[config.mk]
export PLATFORM = sky130hd
export DESIGN_NAME = ft245_tx_fifo
export DESIGN_NICKNAME = d
export VERILOG_FILES = /design/src/rtl/ft245_tx_fifo.sv
export SDC_FILE = /design/constraint.sdc
export NUM_CORES = 1
export LEC_CHECK = 0
export CELL_PAD_IN_SITES_DETAIL_PLACEMENT = 0
export CELL_PAD_IN_SITES_GLOBAL_PLACEMENT = 1
export CORE_UTILIZATION = 51
export CTS_CLUSTER_DIAMETER = 150
export DETAILED_ROUTE_END_ITERATION = 16
export GPL_TIMING_DRIVEN = 0
export PLACE_DENSITY_LB_ADDON = 0.08
export SYNTH_ARGS = -nofsm -noshare
export SYNTH_HDL_FRONTEND = slang
export SYNTH_SLANG_ARGS = --single-unit
export TNS_END_PERCENT = 5
[constraint.sdc]
create_clock -name CLK -period 4.2 [get_ports CLK]
set_clock_uncertainty 0.15 [all_clocks]
set_input_delay 0.84 -clock CLK [delete_from_list [all_inputs] [get_ports CLK]]
set_output_delay 0.84 -clock CLK [all_outputs]
set_load 0.05 [all_outputs]
[src/rtl/ft245_tx_fifo.sv]
// Byte FIFO feeding the FT245RL interface: pops one byte per TXEN pulse and waits for TX_DONE.
// A hung transfer is abandoned after TIMEOUT_CYC cycles in WAIT and reported on TX_ERR.
module ft245_tx_fifo #(
    parameter int DEPTH       = 16,
    parameter int ADDR_W      = 4,
    parameter int TIMEOUT_CYC = 4096
) (
    input  logic              CLK,
    input  logic              RST,
    input  logic              WR_EN,
    input  logic [7:0]        WR_DATA,
    output logic              FULL,
    output logic              EMPTY,
    output logic [ADDR_W:0]   COUNT,
    output logic              OVERFLOW,
    output logic              TXEN,
    output logic [7:0]        TX_DATA,
    input  logic              TX_VALID,
    input  logic              TX_DONE,
    output logic              TX_ERR
);

    localparam int TMR_W = (TIMEOUT_CYC > 2) ? $clog2(TIMEOUT_CYC) : 1;
    localparam logic [TMR_W-1:0] TMR_LAST = TMR_W'((TIMEOUT_CYC > 0) ? TIMEOUT_CYC - 1 : 0);
    localparam logic [ADDR_W:0]  CNT_FULL = (ADDR_W + 1)'(DEPTH);

    typedef enum logic {
        S_IDLE,
        S_WAIT
    } state_t;

    state_t state, state_next;

    logic [7:0]        mem [DEPTH];
    logic [ADDR_W-1:0] wr_ptr;
    logic [ADDR_W-1:0] rd_ptr;
    logic [TMR_W-1:0]  timer;
    logic [ADDR_W:0]   count_next;
    logic              push;
    logic              launch;
    logic              timeout;

    // A push is judged against the registered FULL, so a same-cycle pop cannot rescue it.
    assign push       = WR_EN && !FULL;
    assign count_next = COUNT + (ADDR_W + 1)'(push) - (ADDR_W + 1)'(launch);

    always_ff @(posedge CLK) begin
        if (RST) begin
            state <= S_IDLE;
        end else begin
            state <= state_next;
        end
    end

    always_comb begin
        state_next = state;
        launch     = 1'b0;
        timeout    = 1'b0;
        case (state)
            S_IDLE: begin
                if (!EMPTY && !TX_VALID) begin
                    launch     = 1'b1;
                    state_next = S_WAIT;
                end
            end
            S_WAIT: begin
                // TX_DONE takes priority over a timeout landing on the same cycle.
                if (TX_DONE) begin
                    state_next = S_IDLE;
                end else if (TIMEOUT_CYC != 0 && timer == TMR_LAST) begin
                    timeout    = 1'b1;
                    state_next = S_IDLE;
                end
            end
            default: state_next = S_IDLE;
        endcase
    end

    always_ff @(posedge CLK) begin
        if (push) begin
            mem[wr_ptr] <= WR_DATA;
        end
    end

    always_ff @(posedge CLK) begin
        if (RST) begin
            wr_ptr   <= '0;
            rd_ptr   <= '0;
            COUNT    <= '0;
            FULL     <= 1'b0;
            EMPTY    <= 1'b1;
            OVERFLOW <= 1'b0;
            TXEN     <= 1'b0;
            TX_DATA  <= 8'h00;
            TX_ERR   <= 1'b0;
            timer    <= '0;
        end else begin
            if (push) begin
                wr_ptr <= wr_ptr + ADDR_W'(1);
            end
            if (launch) begin
                rd_ptr  <= rd_ptr + ADDR_W'(1);
                TX_DATA <= mem[rd_ptr];
            end
            COUNT    <= count_next;
            FULL     <= (count_next == CNT_FULL);
            EMPTY    <= (count_next == '0);
            OVERFLOW <= WR_EN && FULL;
            TXEN     <= launch;
            TX_ERR   <= timeout;
            if (launch) begin
                timer <= '0;
            end else if (state == S_WAIT) begin
                timer <= timer + TMR_W'(1);
            end
        end
    end

endmodule

==> flow_metrics.py, run 1 <==
metrics = {
    "outcome": {
        "status": "complete, no violations",
    },
    "drt": {
        "vias_per_cell": 5.474,
        "vias": 3416,
        "wl_per_cell_um": 20.21,
        "first_pass_iters": 4,
        "antenna_left": 0,
        "drc": 0,
        "wl_mm": 12.61,
        "drt-initial-drc-count": 248,
    },
    "global_routing": {
        "grt_pass1_wl_mm": 19.36,
        "antenna_found_initial": 0,
        "grt_usage": 0.2113,
        "grt_max_degree": 17,
        "gr-total-overflow": 0,
        "first_global_vias": 3402,
    },
    "timing": {
        "timing.final.ws_setup_ns": 0.6027,
        "setup_tns_ns": 0,
        "maxSlewHeadroom": 0.3538,
        "setup_viol": 0,
        "holdWs_ns": 0.3034,
        "max_freq_ghz": 0.2780,
        "worstMarginPinSlew_ns": 0.9657,
        "min_period_ns": 3.597,
        "min_period_over_period": 0.8565,
        "finalHoldViolCount": 0,
        "rsz0062_at_grt": "no",
        "slew_viol_final": 0,
    },
    "clock_network": {
        "cts_hold_buf": 0,
        "cts_resized": 0,
        "cts_buffer_depth": 2,
        "cts_root_buf": "clkbuf_16",
        "cts_tree": "done",
        "cts_made_buffers": 17,
        "htree_levels": 4,
        "clkSinkCount": 167,
        "clk_pin_slew_ns": 0.06,
        "clk_latency_ns": 0.42,
        "post_cts_buffers": 0,
    },
    "yosys": {
        "avgSynthCellArea_um2": 16.91,
        "synthTopCellsByArea": "edfxtp_1 58%, dfxtp_1 12%, mux4_2 11%",
        "synth.distinct_cells": 39,
        "ys_warn_count": 0,
        "synth_flop_cell": "edfxtp_1",
        "ys_seq_elements": 167,
        "synth_area_um2": 6595,
        "ys_seq_area_frac": 0.7012,
        "post-synth-top-area-cell": "edfxtp_1",
        "synth_top_family_by_area": "multiplexers",
        "yosys.area_share.adder": 0.02390,
        "yosysTopAreaCellShare": 0.5828,
        "async_reset_ff_frac": 0,
        "synthXorXnorAreaFrac": 0.02390,
        "synth_edf_count": 128,
        "muxShareOfSynthArea": 0.1351,
        "synthSimpleGateAreaFrac": 0.07020,
        "synth_compound_area_frac": 0.02504,
        "synth_fp_nets": 415,
        "synthCells": 390,
    },
    "floorplanning": {
        "fp.dieH_um": 115.7,
        "num_io_pins": 31,
        "die-area_um2": 13390,
        "die_w_um": 115.7,
        "core_area_um2": 12620,
        "rows": 41,
        "initial_core_util": 0.5226,
    },
    "worst_setup_path": {
        "critPathArrivalTime_ns": 3.75,
        "critical_path_required_ns": 4.36,
        "crit_path_start_kind": "input port",
        "r2r_setup_slack_ns": 1.12,
        "crit_fanout": 9,
        "path_class": "input port to flop",
        "cp-end-kind": "flop",
    },
    "layout": {
        "nNetsFinal": 464,
        "layout_common_cells": "128 x edfxtp_1, 39 x dfxtp_1, 35 x nor2_1, 32 x mux4_2, 30 x clkdlybuf4s50_1",
        "finalNonFillerCells": 624,
        "mostFrequentLayoutCell": "edfxtp_1",
        "syn_to_final_growth_pct": 17.97,
        "drive_gt1_frac": 0.1726,
        "antenna_cells": 0,
    },
    "pwr": {
        "ir_worst_vdd_uv": 473.9,
        "p_per_area_nw_per_um2": 575.5,
        "cellLeakagePower_nw": 2.532,
        "finalPower_mw": 4.477,
    },
    "hold_path": {
        "worstHoldPathType": "flop to flop",
    },
    "place": {
        "hpwl_mm": 8.011,
        "io_buffer_count": 30,
        "place_inst": 592,
        "gp_congestion": 0.7733,
        "dp_slack_ns": 0.1180,
    },
    "job": {
        "max-cap-violations": 0,
    },
}
## state kept, by name, summed over array words and instances, names as in the netlist
register	cells
TX_ERR	1
FULL	1
mem	128
TXEN	1
OVERFLOW	1
state	1
COUNT	5
rd_ptr	4
EMPTY	1
wr_ptr	4
timer	12
TX_DATA	8
## per-stage QoR
stage               instance area, um2    util
floorplan                         6595       -
global placement                  7111  0.5635
detailed placement                7121  0.5642
CTS                               7770  0.6157
global route                      7780  0.6165
finish                            7780  0.6165
## metal layers
metal  part of all wire  up-vias  track usage
li1                   -     1598            -
met1               0.44     1730       0.2779
met2               0.50       80       0.3385
met3              0.055        8      0.06485
met4             0.0090        0      0.07009
met5                  0        -            0
## cells in the mapped netlist (2+ instances only)
cell,instances
nand3b_1,9
nor2b_1,4
nor3_1,5
nand2_1,13
nand3_1,2
dfxtp_1,39
nor2_1,35
nor3b_1,2
a21oi_1,7
or3_1,4
buf_2,6
o221ai_1,8
xnor2_1,6
mux4_2,32
ha_1,11
buf_4,2
xor2_1,12
o21ai_0,4
edfxtp_1,128
buf_1,3
mux2i_1,17
nand4_1,7
inv_1,9
nand2b_1,3
clkbuf_1,7
or3_4,2
## layout make-up
cell class | instances | area, um2
Buffer | 20 | 98.84
Clock buffer | 19 | 432.9
Clock inverter | 13 | 216.5
Fill cell | 984 | 4840
Inverter | 10 | 37.54
Multi-Input combinational cell | 193 | 1854
Sequential cell | 167 | 4624
Tap cell | 172 | 215.2
Timing Repair Buffer | 30 | 300.3
## final timing paths
path	to	startpoint	depth (start not counted)
worst max-delay path	FULL	WR_EN	12
worst min-delay path	OVERFLOW	FULL	2
worst max register to register	FULL	state	11
worst min register to register	OVERFLOW	FULL	2
## worst max-delay path, stage by stage
cell	delay [ns]
clkdlybuf4s50_1	0.47
nor2b_1	0.14
clkbuf_1	0.34
inv_1	0.08
ha_1	0.30
inv_1	0.06
ha_1	0.16
inv_1	0.05
fa_1	0.40
xnor2_1	0.17
or3b_2	0.46
a2111oi_0	0.27
## logic make-up after synthesis
group	count (synthesis)
compound gates	24
xor+xnor	18
fa+ha+maj	12
buf+inv	30
flops	167
mux	49
simple gates	90
## power breakdown
group	leakage [nW]	total (mW)	internal, mW	switching, mW
Combinational	0.741	0.841	0.346	0.495
Sequential	1.47	1.93	1.88	0.0511
Clock	0.317	1.71	1.07	0.644
Total	2.53	4.48	3.29	1.19
Note: power is estimated with default switching activity, not from simulation.
==> inputs of run 2 (changes only) <==
MAX_ROUTING_LAYER = met4   (was not set)
==> flow_metrics.py, run 2 (synthesized netlist as in run 1, its figures left out) <==
metrics = {
    "clock_network": {
        "clk_pin_slew_ns": 0.06,
        "cts_hold_buf": 0,
        "cts_tree": "done",
        "clkSinkCount": 167,
        "cts_root_buf": "clkbuf_16",
        "cts_made_buffers": 17,
        "clk_latency_ns": 0.43,
        "cts_buffer_depth": 2,
        "post_cts_buffers": 0,
        "htree_levels": 4,
        "cts_resized": 0,
    },
    "timing": {
        "slew_viol_final": 0,
        "worstMarginPinSlew_ns": 0.9335,
        "rsz0062_at_grt": "no",
        "min_period_ns": 3.609,
        "max_freq_ghz": 0.2771,
        "timing.final.ws_setup_ns": 0.5911,
        "min_period_over_period": 0.8593,
        "setup_viol": 0,
        "finalHoldViolCount": 0,
        "holdWs_ns": 0.3045,
        "setup_tns_ns": 0,
        "maxSlewHeadroom": 0.3754,
    },
    "layout": {
        "finalNonFillerCells": 624,
        "antenna_cells": 0,
        "fillCellCount": 984,
        "final_area_um2": 7780,
        "nNetsFinal": 464,
        "largest_reg_flops": 128,
        "largestRegisters": "mem (128), timer (12), TX_DATA (8)",
        "drive_gt1_frac": 0.1726,
        "max_flop_register": "mem",
        "mostFrequentLayoutCell": "edfxtp_1",
        "layout_common_cells": "128 x edfxtp_1, 39 x dfxtp_1, 35 x nor2_1, 32 x mux4_2, 30 x clkdlybuf4s50_1",
        "syn_to_final_growth_pct": 17.97,
    },
    "outcome": {
        "status": "complete, no violations",
    },
    "floorplanning": {
        "fp.dieH_um": 115.7,
        "initial_core_util": 0.5226,
        "num_io_pins": 31,
        "die_w_um": 115.7,
        "core_area_um2": 12620,
        "die-area_um2": 13390,
        "rows": 41,
    },
    "global_routing": {
        "first_global_vias": 3397,
        "globalRouteMet1Util": 0.2790,
        "antenna_found_initial": 0,
        "grt_pass1_wl_mm": 19.37,
        "gr-usage-met2": 0.3381,
        "grtUsageMet3": 0.06328,
        "grt_max_degree": 17,
        "gr-total-overflow": 0,
        "busiest_layer": "met2",
        "grt_usage": 0.2180,
    },
    "place": {
        "dp_slack_ns": 0.1180,
        "place_inst": 592,
        "io_buffer_count": 30,
        "hpwl_mm": 8.011,
        "gp_congestion": 0.7838,
        "dpl-instance-area_um2": 7121,
    },
    "drt": {
        "drc": 0,
        "vias": 3360,
        "wl_per_cell_um": 20.13,
        "first_pass_iters": 4,
        "drt-initial-drc-count": 274,
        "vias_per_cell": 5.385,
        "antenna_left": 0,
        "wl_mm": 12.56,
    },
    "worst_setup_path": {
        "endpoint": "FULL",
        "critPathArrivalTime_ns": 3.76,
        "critical_path_required_ns": 4.35,
        "reg2reg_from": "state",
        "crit_fanout": 9,
        "cp-end-kind": "flop",
        "cp-startpoint": "WR_EN",
        "reg2reg_depth": 11,
        "r2r_setup_slack_ns": 1.12,
        "regToRegEndpoint": "FULL",
        "crit_path_start_kind": "input port",
        "path_class": "input port to flop",
    },
    "pwr": {
        "cellLeakagePower_nw": 2.532,
        "ir_worst_vdd_uv": 472.1,
        "p_per_area_nw_per_um2": 575.0,
    },
    "hold_path": {
        "worstHoldPathType": "flop to flop",
    },
    "job": {
        "max-cap-violations": 0,
    },
}
-- run 2: cell counts in the layout (fill, tap and decap cells not counted) --
Identical to the previous run, type by type.
-- run 2: area by class of cell --
cell class | instances | area [um2] | area share
clock inverter | 13 | 216.5 | 0.02782
multi-input combinational | 193 | 1854 | 0.2383
buffer | 20 | 98.84 | 0.01271
sequential | 167 | 4624 | 0.5944
clock buffer | 19 | 432.9 | 0.05564
tap | 172 | 215.2 | 0.02766
timing repair buffer | 30 | 300.3 | 0.03860
inverter | 10 | 37.54 | 0.004825
-- run 2: layer usage --
layer	vias to the layer above	wire (um)
li1	1597	-
met1	1691	5555
met2	66	6366
met3	6	548
met4	0	90
met5	-	0
-- run 2: power breakdown --
group	switching, mW	internal (mW)	total, mW
clock network	0.639	1.07	1.70
registers	0.0510	1.88	1.93
logic	0.495	0.346	0.841
total	1.19	3.29	4.47
-- run 2: stage by stage --
step / utilization / power (mW)
6_report: 0.6165 / 4.474
5_1_grt: 0.6165 / 4.641
4_1_cts: 0.6157 / 4.512
3_5_place_dp: 0.5642 / 2.800
3_3_place_gp: 0.5635 / 2.791
2_1_floorplan: - / 2.559
-- run 2: worst min path at each step --
stage              start         to  slack (ns)  depth (start not counted)
2_1_floorplan  timer[11]  timer[11]        0.31                          2
3_3_place_gp        FULL   OVERFLOW        0.29                          2
3_5_place_dp        FULL   OVERFLOW        0.29                          2
4_1_cts             FULL   OVERFLOW        0.30                          2
5_1_grt             FULL   OVERFLOW        0.34                          2
6_report            FULL   OVERFLOW        0.30                          2
-- run 2: worst max-delay path, cell delays in order --
cell	delay, ns
clkdlybuf4s50_1	0.47
nor2b_1	0.15
clkbuf_1	0.34
inv_1	0.08
ha_1	0.30
inv_1	0.06
ha_1	0.16
inv_1	0.05
fa_1	0.40
xnor2_1	0.17
or3b_2	0.46
a2111oi_0	0.27
==> RTL edit 1, RTL diff (settings of run 1) <==
Reset style: asynchronous (`RST`), changed in 2 clocked blocks.
--- a/src/rtl/ft245_tx_fifo.sv
+++ b/src/rtl/ft245_tx_fifo.sv
@@ -46,3 +46,3 @@
 
-    always_ff @(posedge CLK) begin
+    always_ff @(posedge CLK or posedge RST) begin
         if (RST) begin
@@ -84,3 +84,3 @@
 
-    always_ff @(posedge CLK) begin
+    always_ff @(posedge CLK or posedge RST) begin
         if (RST) begin
Function: differs if RST is asserted again (counterexample within 4 cycles, from zero or initial values and one cycle with RST high); with RST held inactive, the same outputs for 10 cycles.
==> RTL edit 1 against run 1 <==
- critical path type unchanged
- non-clock buffer count is 2 lower
- wire length grew 4.5%
- area after synthesis rose by 2.0%
- cell area up 1.9%
- setup slack worse by 0.18 ns
- register-to-register slack lost 0.25 ns
- sequential cell count unchanged
Power is not compared: it rests on default switching activity, and its combinational part moved more than twofold at a synthesized area within 25%.
==> RTL edit 1: results (changes against run 1) <==
<table>
<tr><th>Metric</th><th>Value</th></tr>
<tr><th colspan="2">Layout</th></tr>
<tr><td>Fraction of area in registers</td><td>60.8% (+1.4 points)</td></tr>
<tr><td>Fin util</td><td>62.3% (+0.67 points)</td></tr>
<tr><td>Non-clock inverter count in the final layout</td><td>14 (+4)</td></tr>
<tr><td>Final instance count without filler cells</td><td>625 (+0.16%)</td></tr>
<tr><td>Number of nets at the end of the flow</td><td>465 (+0.22%)</td></tr>
<tr><td>Multi-input gate share of total cell area</td><td>22.4% (-1.4 points)</td></tr>
<tr><td>Share of cells above drive strength 1</td><td>17.4% (+0.18 points)</td></tr>
<tr><td>Fill count</td><td>958 (-2.6%)</td></tr>
<tr><th colspan="2">Place</th></tr>
<tr><td>Pre-CTS worst setup slack</td><td>-0.0588 ns (-0.177 ns)</td></tr>
<tr><td>Cell area after placement</td><td>0.00727 mm^2 (+2.1%)</td></tr>
<tr><td>Total instance count after detailed placement</td><td>593 (+0.17%)</td></tr>
<tr><th colspan="2">Run status</th></tr>
<tr><td>Result of the run</td><td>completed</td></tr>
<tr><th colspan="2">Critical path</th></tr>
<tr><td>Arrival @ worst endpoint</td><td>3.90 ns (+0.15 ns)</td></tr>
<tr><td>Top cell family by delay on the critical path</td><td>simple AND/OR/NAND/NOR gates</td></tr>
<tr><td>Slowest stage delay, CP</td><td>0.43 ns (-0.04 ns)</td></tr>
<tr><th colspan="2">Min path</th></tr>
<tr><td>Hold Crit Depth</td><td>1 (-1)</td></tr>
<tr><td>Startpoint of the most critical hold path</td><td>TX_DATA[7]$_DFFE_PP0N_</td></tr>
<tr><th colspan="2">Route</th></tr>
<tr><td>Sum of met2 wire segment lengths after detailed routing</td><td>6.52 mm (+3.3%)</td></tr>
<tr><td>WL met3</td><td>720 um (+4.3%)</td></tr>
<tr><td>First-iteration detailed-routing DRC count</td><td>295 (+19%)</td></tr>
<tr><td>Detailed-route wire length</td><td>13.2 mm (+4.5%)</td></tr>
<tr><th colspan="2">GRT</th></tr>
<tr><td>Largest net degree at the start of global routing</td><td>40 (+23)</td></tr>
<tr><td>Global routing met1 resource utilization</td><td>30.7% (+2.9 points)</td></tr>
<tr><th colspan="2">STA</th></tr>
<tr><td>Worst hold-check slack</td><td>0.324 ns (+0.0205 ns)</td></tr>
<tr><th colspan="2">Synth</th></tr>
<tr><td>Top post-synthesis cells by area</td><td>edfxtp_1, dfrtp_1, mux4_2, mux2i_1, ha_1</td></tr>
<tr><td>Complex-gate fraction of the synthesized area</td><td>3.55% (+1.0 points)</td></tr>
<tr><td>Count of unique library cells instantiated by Yosys</td><td>37 (-5.1%)</td></tr>
<tr><td>Ys async rst share</td><td>23.4% (+23 points)</td></tr>
<tr><th colspan="2">Die</th></tr>
<tr><td>Full die area</td><td>0.0136 mm^2 (+1.9%)</td></tr>
</table>
[RTL edit 1: cell types whose count changed in the layout (fill, tap and decap cells not counted), sizes merged, moves of 5 or more]
| cell | run 1 | this run |
|---|---|---|
| dfxtp | 39 | 0 |
| dfrtp | 0 | 38 |
| nor2 | 35 | 16 |
| nand2 | 13 | 24 |
| xor2 | 12 | 1 |
| nand3b | 9 | 0 |
| o221ai | 8 | 0 |
| o21ai | 4 | 11 |
| mux2 | 0 | 6 |
| nand3 | 2 | 7 |
| o22ai | 1 | 6 |
[RTL edit 1: power by group through the flow]
stage / clock (W) / combinational [W] / sequential (W)
after global routing: 0.00182 / 0.00212 / 0.00221
after detailed placement: 0 / 0.00196 / 0.00221
after floorplan: 0 / 0.00114 / 0.00245
after global placement: 0 / 0.00192 / 0.00220
after CTS: 0.00175 / 0.00197 / 0.00218
final: 0.00173 / 0.00194 / 0.00218
==> RTL edit 2, RTL diff (config.mk and constraints of run 1) <==
Without the edit above. The parameter `TIMEOUT_CYC` goes from 4096 to 2048.
--- a/src/rtl/ft245_tx_fifo.sv
+++ b/src/rtl/ft245_tx_fifo.sv
@@ -5,3 +5,3 @@
     parameter int ADDR_W      = 4,
-    parameter int TIMEOUT_CYC = 4096
+    parameter int TIMEOUT_CYC = 2048
 ) (
Check against the original RTL: same outputs for any inputs over 10 cycles, from zero or initial values and one cycle with RST high; that may be too few to reach the edited logic, so the function may still have changed.
==> RTL edit 2 against run 1 <==
- synthesized cell count down 1.3%
- setup slack better by 0.11 ns
- area after synthesis down 0.99%
- wire length down 0.78%
- power down 3.8%
- via count down 0.29%
- cell area down 1.4%
- sequential cell count down 1
==> RTL edit 2: results (changes against run 1) <==
<table>
<tr><th>Metric</th><th>Value</th></tr>
<tr><th colspan="2">Run status</th></tr>
<tr><td>Result of the run</td><td>completed</td></tr>
<tr><th colspan="2">GRT</th></tr>
<tr><td>Antenna violations before repair</td><td>0 (unchanged)</td></tr>
<tr><td>Gr usage total</td><td>21.4% (+0.28 points)</td></tr>
<tr><td>First-pass GRT wire length</td><td>19.6 mm (+1.1%)</td></tr>
<tr><td>Number of global-route vias before repair</td><td>3307 (-2.8%)</td></tr>
<tr><th colspan="2">Power and ir drop</th></tr>
<tr><td>Static power due to leakage</td><td>2.47 nW (-2.4%)</td></tr>
<tr><td>Maximum resistive drop on vdd</td><td>0.402 mV (-15%)</td></tr>
<tr><th colspan="2">Critical path</th></tr>
<tr><td>Setup slack of the worst register-to-register path</td><td>1.30 ns (+0.18 ns)</td></tr>
<tr><td>RR Startpoint</td><td>FULL$_SDFF_PP0_</td></tr>
<tr><td>Path depth of the worst reg2reg path</td><td>10 (-1)</td></tr>
<tr><td>Arrival @ worst endpoint</td><td>3.65 ns (-0.10 ns)</td></tr>
<tr><th colspan="2">Route</th></tr>
<tr><td>First-iteration detailed-routing DRC count</td><td>311 (+25%)</td></tr>
<tr><td>Detailed-route wire length</td><td>12.5 mm (-0.78%)</td></tr>
<tr><td>Via density</td><td>5.53 (+1.0%)</td></tr>
<tr><th colspan="2">STA</th></tr>
<tr><td>Worst slew slack as a fraction of its limit</td><td>15.2% (-20 points)</td></tr>
<tr><td>Tcrit/Tclk final</td><td>83.0% (-2.6 points)</td></tr>
<tr><th colspan="2">Synth</th></tr>
<tr><td>Share of the yosys chip area belonging to registers</td><td>70.5% (+0.39 points)</td></tr>
<tr><td>Count of unique library cells instantiated by Yosys</td><td>34 (-13%)</td></tr>
<tr><td>Syn nets</td><td>410 (-1.2%)</td></tr>
<tr><td>Top post-synthesis cells by area</td><td>edfxtp_1, dfxtp_1, mux4_2, mux2i_1, ha_1</td></tr>
<tr><th colspan="2">Place</th></tr>
<tr><td>HPWL after detailed placement</td><td>8.42 mm (+5.1%)</td></tr>
<tr><td>Pre-CTS worst setup slack</td><td>0.277 ns (+0.159 ns)</td></tr>
<tr><td>Gp weighted congestion</td><td>0.746 (-3.5%)</td></tr>
<tr><th colspan="2">Layout</th></tr>
<tr><td>Fill count</td><td>902 (-8.3%)</td></tr>
<tr><td>Number of nets at the end of the flow</td><td>460 (-0.86%)</td></tr>
<tr><td>Biggest regs</td><td>mem (128), timer (11), TX_DATA (8)</td></tr>
<tr><td>Share of cells above drive strength 1</td><td>16.5% (-0.74 points)</td></tr>
</table>
[RTL edit 2: cell count changes after synthesis, moves of 2 or more]
cell and delta:
nor3_1 +5, xor2_1 -2, nor3b_1 -2, o21ai_0 -2, xnor2_1 +2
[RTL edit 2: cell type report]
type / instances / area, um^2 / area share (%)
Tap cell: 168 / 210 / 2.74
Clock inverter: 8 / 120 / 1.57
Clock buffer: 24 / 493 / 6.43
Sequential cell: 166 / 4600 / 60.0
Inverter: 10 / 37.5 / 0.489
Timing Repair Buffer: 31 / 308 / 4.01
Buffer: 20 / 95.1 / 1.24
Multi-Input combinational cell: 189 / 1800 / 23.5
[RTL edit 2: how the worst min path moves through the flow]
stage | from | to
3_5_place_dp | FULL$_SDFF_PP0_ | OVERFLOW$_SDFF_PP0_
3_3_place_gp | FULL$_SDFF_PP0_ | OVERFLOW$_SDFF_PP0_
2_1_floorplan | timer[5]$_SDFFE_PP0P_ | timer[5]$_SDFFE_PP0P_
6_report | FULL$_SDFF_PP0_ | OVERFLOW$_SDFF_PP0_
4_1_cts | FULL$_SDFF_PP0_ | OVERFLOW$_SDFF_PP0_
5_1_grt | FULL$_SDFF_PP0_ | OVERFLOW$_SDFF_PP0_
[RTL edit 2: logic make-up (layout without fill, tap and decap cells)]
logic type / Yosys count / after routing / synth area share [%]
buffers and inverters: 30 / 93 / 2.03
and+or+nand+nor: 90 / 90 / 6.84
xor gates and xnor gates: 18 / 18 / 2.41
AOI/OAI and AO/OA: 20 / 20 / 2.15
DFF: 166 / 166 / 70.5
muxes: 49 / 49 / 13.6
adders and majority gates: 12 / 12 / 2.41
[RTL edit 2: report_power, final]
part / switching [W] / total (W) / internal, W / leakage, nW
clock: 0.000593 / 0.00159 / 0.00100 / 0.295
combinational: 0.000484 / 0.000795 / 0.000311 / 0.710
sequential: 0.0000463 / 0.00192 / 0.00187 / 1.47
total: 0.00112 / 0.00431 / 0.00318 / 2.47
[RTL edit 2: layer usage]
metal	up-vias	track usage [%]	wire (um)
li1	1583	-	-
met1	1740	32.0	6100
met2	72	31.1	5720
met3	11	5.27	546
met4	0	7.01	140
met5	-	0	0
[RTL edit 2: stage by stage]
stage               cells  power (W)  util (%)  hold slack (ns)  area (um^2)
floorplan             385    0.00250         -            0.318         6530
global route          616    0.00447      62.6            0.376         7670
global placement      583    0.00274      57.4            0.298         7040
finish                616    0.00431      62.6            0.329         7670
CTS                   616    0.00434      62.5            0.328         7670
detailed placement    584    0.00275      57.5            0.312         7050
[RTL edit 2: worst max-delay path, delay by kind of cell]
| family | cells | cell delay [ns] |
|---|---|---|
| XOR/XNOR | 1 | 0.18 |
| adder cells (fa/ha/maj) | 3 | 0.89 |
| buffers and inverters | 4 | 0.99 |
| AND/OR/NAND/NOR | 3 | 0.74 |
